**src/rtl/vga_sync_decoder.sv**
```systemverilog
// Recovers pixel coordinates from an incoming VGA hsync/vsync/rgb stream and
// locks once the line and frame timing has been seen clean for LOCK_FRAMES frames.
module vga_sync_decoder #(
    parameter int H_SYNC      = 96,
    parameter int H_BACK      = 48,
    parameter int H_ACTIVE    = 640,
    parameter int H_TOTAL     = 800,
    parameter int V_SYNC      = 2,
    parameter int V_BACK      = 33,
    parameter int V_ACTIVE    = 480,
    parameter int V_TOTAL     = 525,
    parameter int LOCK_FRAMES = 2
) (
    input  logic       clk,
    input  logic       reset,
    input  logic       hsync,
    input  logic       vsync,
    input  logic [2:0] rgb,
    output logic [9:0] pixel_row,
    output logic [9:0] pixel_col,
    output logic [2:0] pixel_rgb,
    output logic       pixel_valid,
    output logic       frame_start,
    output logic       locked,
    output logic [7:0] error_count,
    output logic [1:0] lock_state
);

    localparam logic [9:0] H_START_C = 10'(H_SYNC + H_BACK);
    localparam logic [9:0] H_END_C   = 10'(H_SYNC + H_BACK + H_ACTIVE);
    localparam logic [9:0] H_LAST_C  = 10'(H_TOTAL - 1);
    localparam logic [9:0] V_START_C = 10'(V_SYNC + V_BACK);
    localparam logic [9:0] V_END_C   = 10'(V_SYNC + V_BACK + V_ACTIVE);
    localparam logic [9:0] V_LAST_C  = 10'(V_TOTAL - 1);
    localparam logic [7:0] LOCK_C    = 8'(LOCK_FRAMES);

    typedef enum logic [1:0] {
        SEARCH = 2'd0,
        VERIFY = 2'd1,
        LOCKED = 2'd2
    } lock_state_t;

    logic        hs1_q, vs1_q, hs_prev_q, vs_fall_q;
    logic [2:0]  rgb1_q;
    logic [9:0]  h_cnt_q, h_cnt_d, v_cnt_q, v_cnt_d;
    lock_state_t state_q, state_d;
    logic [7:0]  good_q, good_d, err_cnt_q, err_cnt_d;
    logic        hs_fall, fs_det, line_err, timeout_err, frame_err, any_err, vis;

    // h_cnt_d/v_cnt_d are the coordinates of the pixel currently in stage 1,
    // so everything registered from them lands exactly two clocks after the pins.
    always_comb begin
        hs_fall     = hs_prev_q & ~hs1_q;
        fs_det      = hs_fall & vs_fall_q & ~vs1_q;
        h_cnt_d     = hs_fall ? 10'd0 : ((h_cnt_q == 10'h3FF) ? h_cnt_q : h_cnt_q + 10'd1);
        v_cnt_d     = v_cnt_q;
        if (fs_det) begin
            v_cnt_d = 10'd0;
        end else if (hs_fall && v_cnt_q != 10'h3FF) begin
            v_cnt_d = v_cnt_q + 10'd1;
        end
        line_err    = hs_fall & (h_cnt_q != H_LAST_C);
        timeout_err = ~hs_fall & (h_cnt_q == 10'h3FE);
        frame_err   = fs_det & (v_cnt_q != V_LAST_C);
        any_err     = line_err | timeout_err | frame_err;

        state_d   = state_q;
        good_d    = good_q;
        err_cnt_d = err_cnt_q;
        case (state_q)
            SEARCH: begin
                if (fs_det) begin
                    state_d = VERIFY;
                    good_d  = 8'd0;
                end
            end
            VERIFY: begin
                if (any_err) begin
                    state_d = SEARCH;
                end else if (fs_det) begin
                    good_d = good_q + 8'd1;
                    if (good_d >= LOCK_C) state_d = LOCKED;
                end
            end
            LOCKED: begin
                if (any_err) begin
                    state_d = SEARCH;
                    if (err_cnt_q != 8'hFF) err_cnt_d = err_cnt_q + 8'd1;
                end
            end
            default: state_d = SEARCH;
        endcase

        // Valid-only stream: pixel_valid qualifies row/col/rgb; there is no ready.
        vis = (state_d == LOCKED) &&
              (h_cnt_d >= H_START_C) && (h_cnt_d < H_END_C) &&
              (v_cnt_d >= V_START_C) && (v_cnt_d < V_END_C);
    end

    always_ff @(posedge clk or negedge reset) begin
        if (!reset) begin
            hs1_q       <= 1'b1;
            vs1_q       <= 1'b1;
            hs_prev_q   <= 1'b1;
            vs_fall_q   <= 1'b1;
            rgb1_q      <= 3'd0;
            h_cnt_q     <= 10'd0;
            v_cnt_q     <= 10'd0;
            state_q     <= SEARCH;
            good_q      <= 8'd0;
            err_cnt_q   <= 8'd0;
            pixel_valid <= 1'b0;
            pixel_row   <= 10'd0;
            pixel_col   <= 10'd0;
            pixel_rgb   <= 3'd0;
            frame_start <= 1'b0;
            locked      <= 1'b0;
        end else begin
            hs1_q       <= hsync;
            vs1_q       <= vsync;
            rgb1_q      <= rgb;
            hs_prev_q   <= hs1_q;
            if (hs_fall) vs_fall_q <= vs1_q;
            h_cnt_q     <= h_cnt_d;
            v_cnt_q     <= v_cnt_d;
            state_q     <= state_d;
            good_q      <= good_d;
            err_cnt_q   <= err_cnt_d;
            pixel_valid <= vis;
            pixel_col   <= vis ? (h_cnt_d - H_START_C) : 10'd0;
            pixel_row   <= vis ? (v_cnt_d - V_START_C) : 10'd0;
            pixel_rgb   <= vis ? rgb1_q : 3'd0;
            frame_start <= fs_det;
            locked      <= (state_d == LOCKED);
        end
    end

    assign error_count = err_cnt_q;
    assign lock_state  = state_q;

endmodule
```
**config.mk**
```make
export PLATFORM = sky130hd
export DESIGN_NAME = vga_sync_decoder
export DESIGN_NICKNAME = d
export VERILOG_FILES = /design/src/rtl/vga_sync_decoder.sv
export SDC_FILE = /design/constraint.sdc
export NUM_CORES = 1
export LEC_CHECK = 0
export BUFFER_PORTS_ARGS = -buffer_cell sky130_fd_sc_hd__buf_2
export CELL_PAD_IN_SITES_DETAIL_PLACEMENT = 1
export CELL_PAD_IN_SITES_GLOBAL_PLACEMENT = 1
export CORE_ASPECT_RATIO = 0.5
export CORE_UTILIZATION = 48
export CTS_BUF_LIST = sky130_fd_sc_hd__clkbuf_4
export CTS_CLUSTER_SIZE = 28
export DETAILED_ROUTE_END_ITERATION = 10
export PLACE_DENSITY = 0.94
export SLEW_MARGIN = 5
export SYNTH_ARGS = -nofsm -noshare
export SYNTH_HDL_FRONTEND = slang
export SYNTH_SLANG_ARGS = --single-unit
```
**constraint.sdc**
```tcl
create_clock -name clk -period 3.6 [get_ports clk]
set_clock_uncertainty 0.15 [all_clocks]
set_input_delay 0.54 -clock clk [delete_from_list [all_inputs] [get_ports clk]]
set_output_delay 0.54 -clock clk [all_outputs]
set_load 0.05 [all_outputs]
```
==> results.md <==
- Final Cycle Share: 0.956
- Post-synth top area cell: dfrtp_1
- Die Ht: 64.6 um
- First-pass GRT wire length: 17000 um
- Clock Latency Late Sink: 0.45 ns
- Family with the most delay on the worst path: compound AO/OA/AOI/OAI gates
- Final net count: 429
- Critical path startpoint category: flop
- Max-slew violations: 0
- Final Util: 0.567
- Peak supply drop: 0.213 mV
- Predominant post-synthesis flop cell: dfrtp_1
- Final hold violations: 0
- Post-synthesis cell count: 366
- Area contributors post-synth: dfrtp_1 (45%), ha_1 (3.3%), xnor2_1 (3.0%)
- HP Class: input pin to flop
- CTS tree: yes
- First-pass DRT Iterations: 4
- Post-route DRC: 0
- PnR worst setup slack: 0.158 ns
- Antenna diodes: 0
- Pwr dens: 409 nW/um2
- Minimum clock period: 3.44 ns
- Syn Area/Cell: 10.3 um2
- 1st-iter DRT viols: 207
- Crit Path Max Fanout: 24
- WP buf/inv: 1
- Crit-path most repeated cell: ha_2
- Number of global-route vias before repair: 3240
- Cell Rows: 22
- Max cap viols: 0
- Yosys warns: 0
- Total track usage: 0.276
- Pre-CTS WS: 0.0775 ns
- Fmax: 291 MHz
- Fraction of layout cells with a size suffix above 1: 0.266
- TritonCTS Buffers: 9
- DIE WIDTH: 127 um
- Kind of critical path: flop to flop
- Crit-path max cell delay: 0.57 ns
- Core footprint: 7460 um2
- Ys async rst share: 1.00
- TritonCTS Sinks: 71
- Global route total overflow: 0
- Initial antenna violation count: 0
- Vias per inst: 5.95
- Final GP Congestion: 0.888
- Clock transition at path regs: 0.12 ns
- Wire per inst: 19.7 um
- Die ar.: 8220 um2
- Worst slew margin: 0.435
- Setup TNS: 0 ns
- Starting Density: 0.504
- Fillers: 859
- Post-synth EDFFs: 0
- IO Count: 43
- Crit path capture type: flop
- Slowest cell on crit path: o311ai_0
- Total number of vias: 3125
- Synth top area share: 0.446
- Routed Antenna Nets: 0
- Largest net degree at the start of global routing: 43
- Status: finished clean
- Required time worst endpoint: 3.79 ns
- H-tree depth: 3
- # port buffers: 42
- Synth Net Count: 383
- Synthesized flop and latch total: 71
- Clock Path Buffers: 2
- Count of cell types in the netlist: 70
- CP cell instances: ha_2 -> nand4_1 -> o311ai_0 -> o21a_1 -> nor2_1 -> ha_2 -> nand4b_1 -> a2111o_1 -> buf_12 -> a2111oi_4
- Final setup vio count: 0
- Lkg Pwr: 2.01 nW
- Seq/Total Area, Yosys: 0.474
- HPWL Detailed: 7230 um
- CTS Root Cell: clkbuf_4
- Worst-Margin Slew: 0.840 ns
- Area delta synth->final: 12.3%
- Signal arrival time at the worst endpoint: 3.63 ns
- Synth Cell Area: 3760 um2
- RSZ-0062 raised after global routing: false
- Routed WL: 10300 um
==> sequential cells by signal (all words and copies together), names as in the netlist <==
name and count:
pixel_col 10, good_q 8, locked 1, pixel_valid 1, rgb1_q 3, vs1_q 1
hs1_q 1, v_cnt_q 10, error_count 8, lock_state 2, frame_start 1, pixel_rgb 3
h_cnt_q 10, vs_fall_q 1, pixel_row 10, hs_prev_q 1
==> cell families (layout without fill, tap and decap cells) <==
| kind of cell | Yosys count | in the layout | share of synthesized area |
|---|---|---|---|
| and+or+nand+nor | 149 | 149 | 0.236 |
| xor gates and xnor gates | 21 | 21 | 0.0489 |
| AOI/OAI and AO/OA | 74 | 74 | 0.150 |
| buffers and inverters | 37 | 88 | 0.0469 |
| muxes | 4 | 4 | 0.0113 |
| adders and majority gates | 10 | 10 | 0.0333 |
| DFF | 71 | 71 | 0.474 |
==> placed cells by master, fill, tap and decap left out, types with 3 or more instances in the layout <==
cell / n
a211oi_1: 3
a21oi_1: 9
a31oi_1: 9
and3_1: 7
and4_1: 6
buf_2: 42
buf_4: 7
clkbuf_4: 9
dfrtp_1: 66
dfstp_2: 4
ha_1: 8
inv_1: 20
nand2_1: 23
nand2b_1: 5
nand3_1: 15
nand3b_1: 3
nand4_1: 9
nand4b_1: 4
nor2_1: 16
nor2_2: 19
nor2b_1: 4
nor3_1: 12
nor4_1: 5
o21ai_0: 18
o22ai_1: 3
o31ai_1: 3
or3_1: 4
xnor2_1: 13
xor2_1: 8
==> Yosys cell counts (2+ instances only) <==
library cell and number:
and2_1 2, nor3_1 12, nor3_2 2, o21ai_0 18
nand4_1 9, nand2b_1 5, o21a_1 2, and4_1 6
o31ai_1 3, o311ai_0 2, ha_1 10, a21oi_1 9
nor2_1 17, nand4b_1 4, inv_1 20, nand3b_1 3
a21o_1 2, dfrtp_1 67, buf_6 3, a31o_2 2
o31a_1 2, and3_1 7, xor2_1 8, nand2_1 23
mux2_2 2, xnor2_1 13, nand3_1 15, a211oi_1 3
buf_4 2, buf_2 5, dfstp_2 4, or3_1 4
o22ai_1 3, mux2i_1 2, a31oi_1 9, clkbuf_1 5
nor2_2 18, nor4b_1 2, nor2b_1 5, nor4_1 6
==> final cells by class <==
type,count,area (um2),share of cell area
well taps,108,135,0.0320
clock buffers,9,67.6,0.0160
flip-flops and latches,71,1780,0.422
multi-input cells,258,1820,0.431
repair buffers,51,293,0.0693
clock inverters,7,48.8,0.0115
inverters,21,78.8,0.0187
==> power breakdown <==
group	switching, mW	internal (mW)
Clock	0.313	0.141
Sequential	0.0801	0.842
Combinational	0.221	0.131
==> final timing paths <==
| path | startpoint | slack (ns) | depth (start not counted) | end |
|---|---|---|---|---|
| min | hsync | 0.04 | 1 | hs1_q |
| max | v_cnt_q[1] | 0.16 | 10 | pixel_col[1] |
| min reg2reg | hs1_q | 0.28 | 0 | hs_prev_q |
| max reg2reg | v_cnt_q[1] | 0.16 | 10 | pixel_col[1] |
| max in group asynchronous | reset | 1.78 | 3 | v_cnt_q[0] |
| min in group asynchronous | reset | 0.50 | 2 | h_cnt_q[5] |
==> timing repair <==
action,4_1_cts,5_1_grt
hold endpoints to repair,29,0
gates resized for setup,0,6
hold buffers,1,0
setup buffers,0,0
endpoints found under the setup margin,0,24
==> stage by stage <==
step                      cell area, um2  hold slack, ns  power, mW  instances
final                               4230          0.0421       1.73        525
after global routing                4230         0.00479       1.82        525
after CTS                           4210          0.0300       1.73        525
after detailed placement            4080           0.249       1.27        508
after global placement              4080           0.245       1.25        508
after floorplan                     3760          0.0944       1.17        366
==> routing by layer <==
metal,track usage,vias up,routed length [um],share of wire
met3,0.0702,23,550,0.053
met1,0.347,1574,4470,0.43
li1,-,1421,-,-
met2,0.463,107,5090,0.49
met4,0.110,0,224,0.022
met5,0,-,0,0
==> worst reg2reg max path, delay by kind of cell (launching register included) <==
| kind | cells | cell delay [ns] |
|---|---|---|
| compound gates | 4 | 1.55 |
| fa+ha+maj | 2 | 0.52 |
| buf+inv | 1 | 0.19 |
| flops | 1 | 0.47 |
| simple gates | 3 | 0.45 |
No activity file was read; power rests on OpenSTA's default activity.
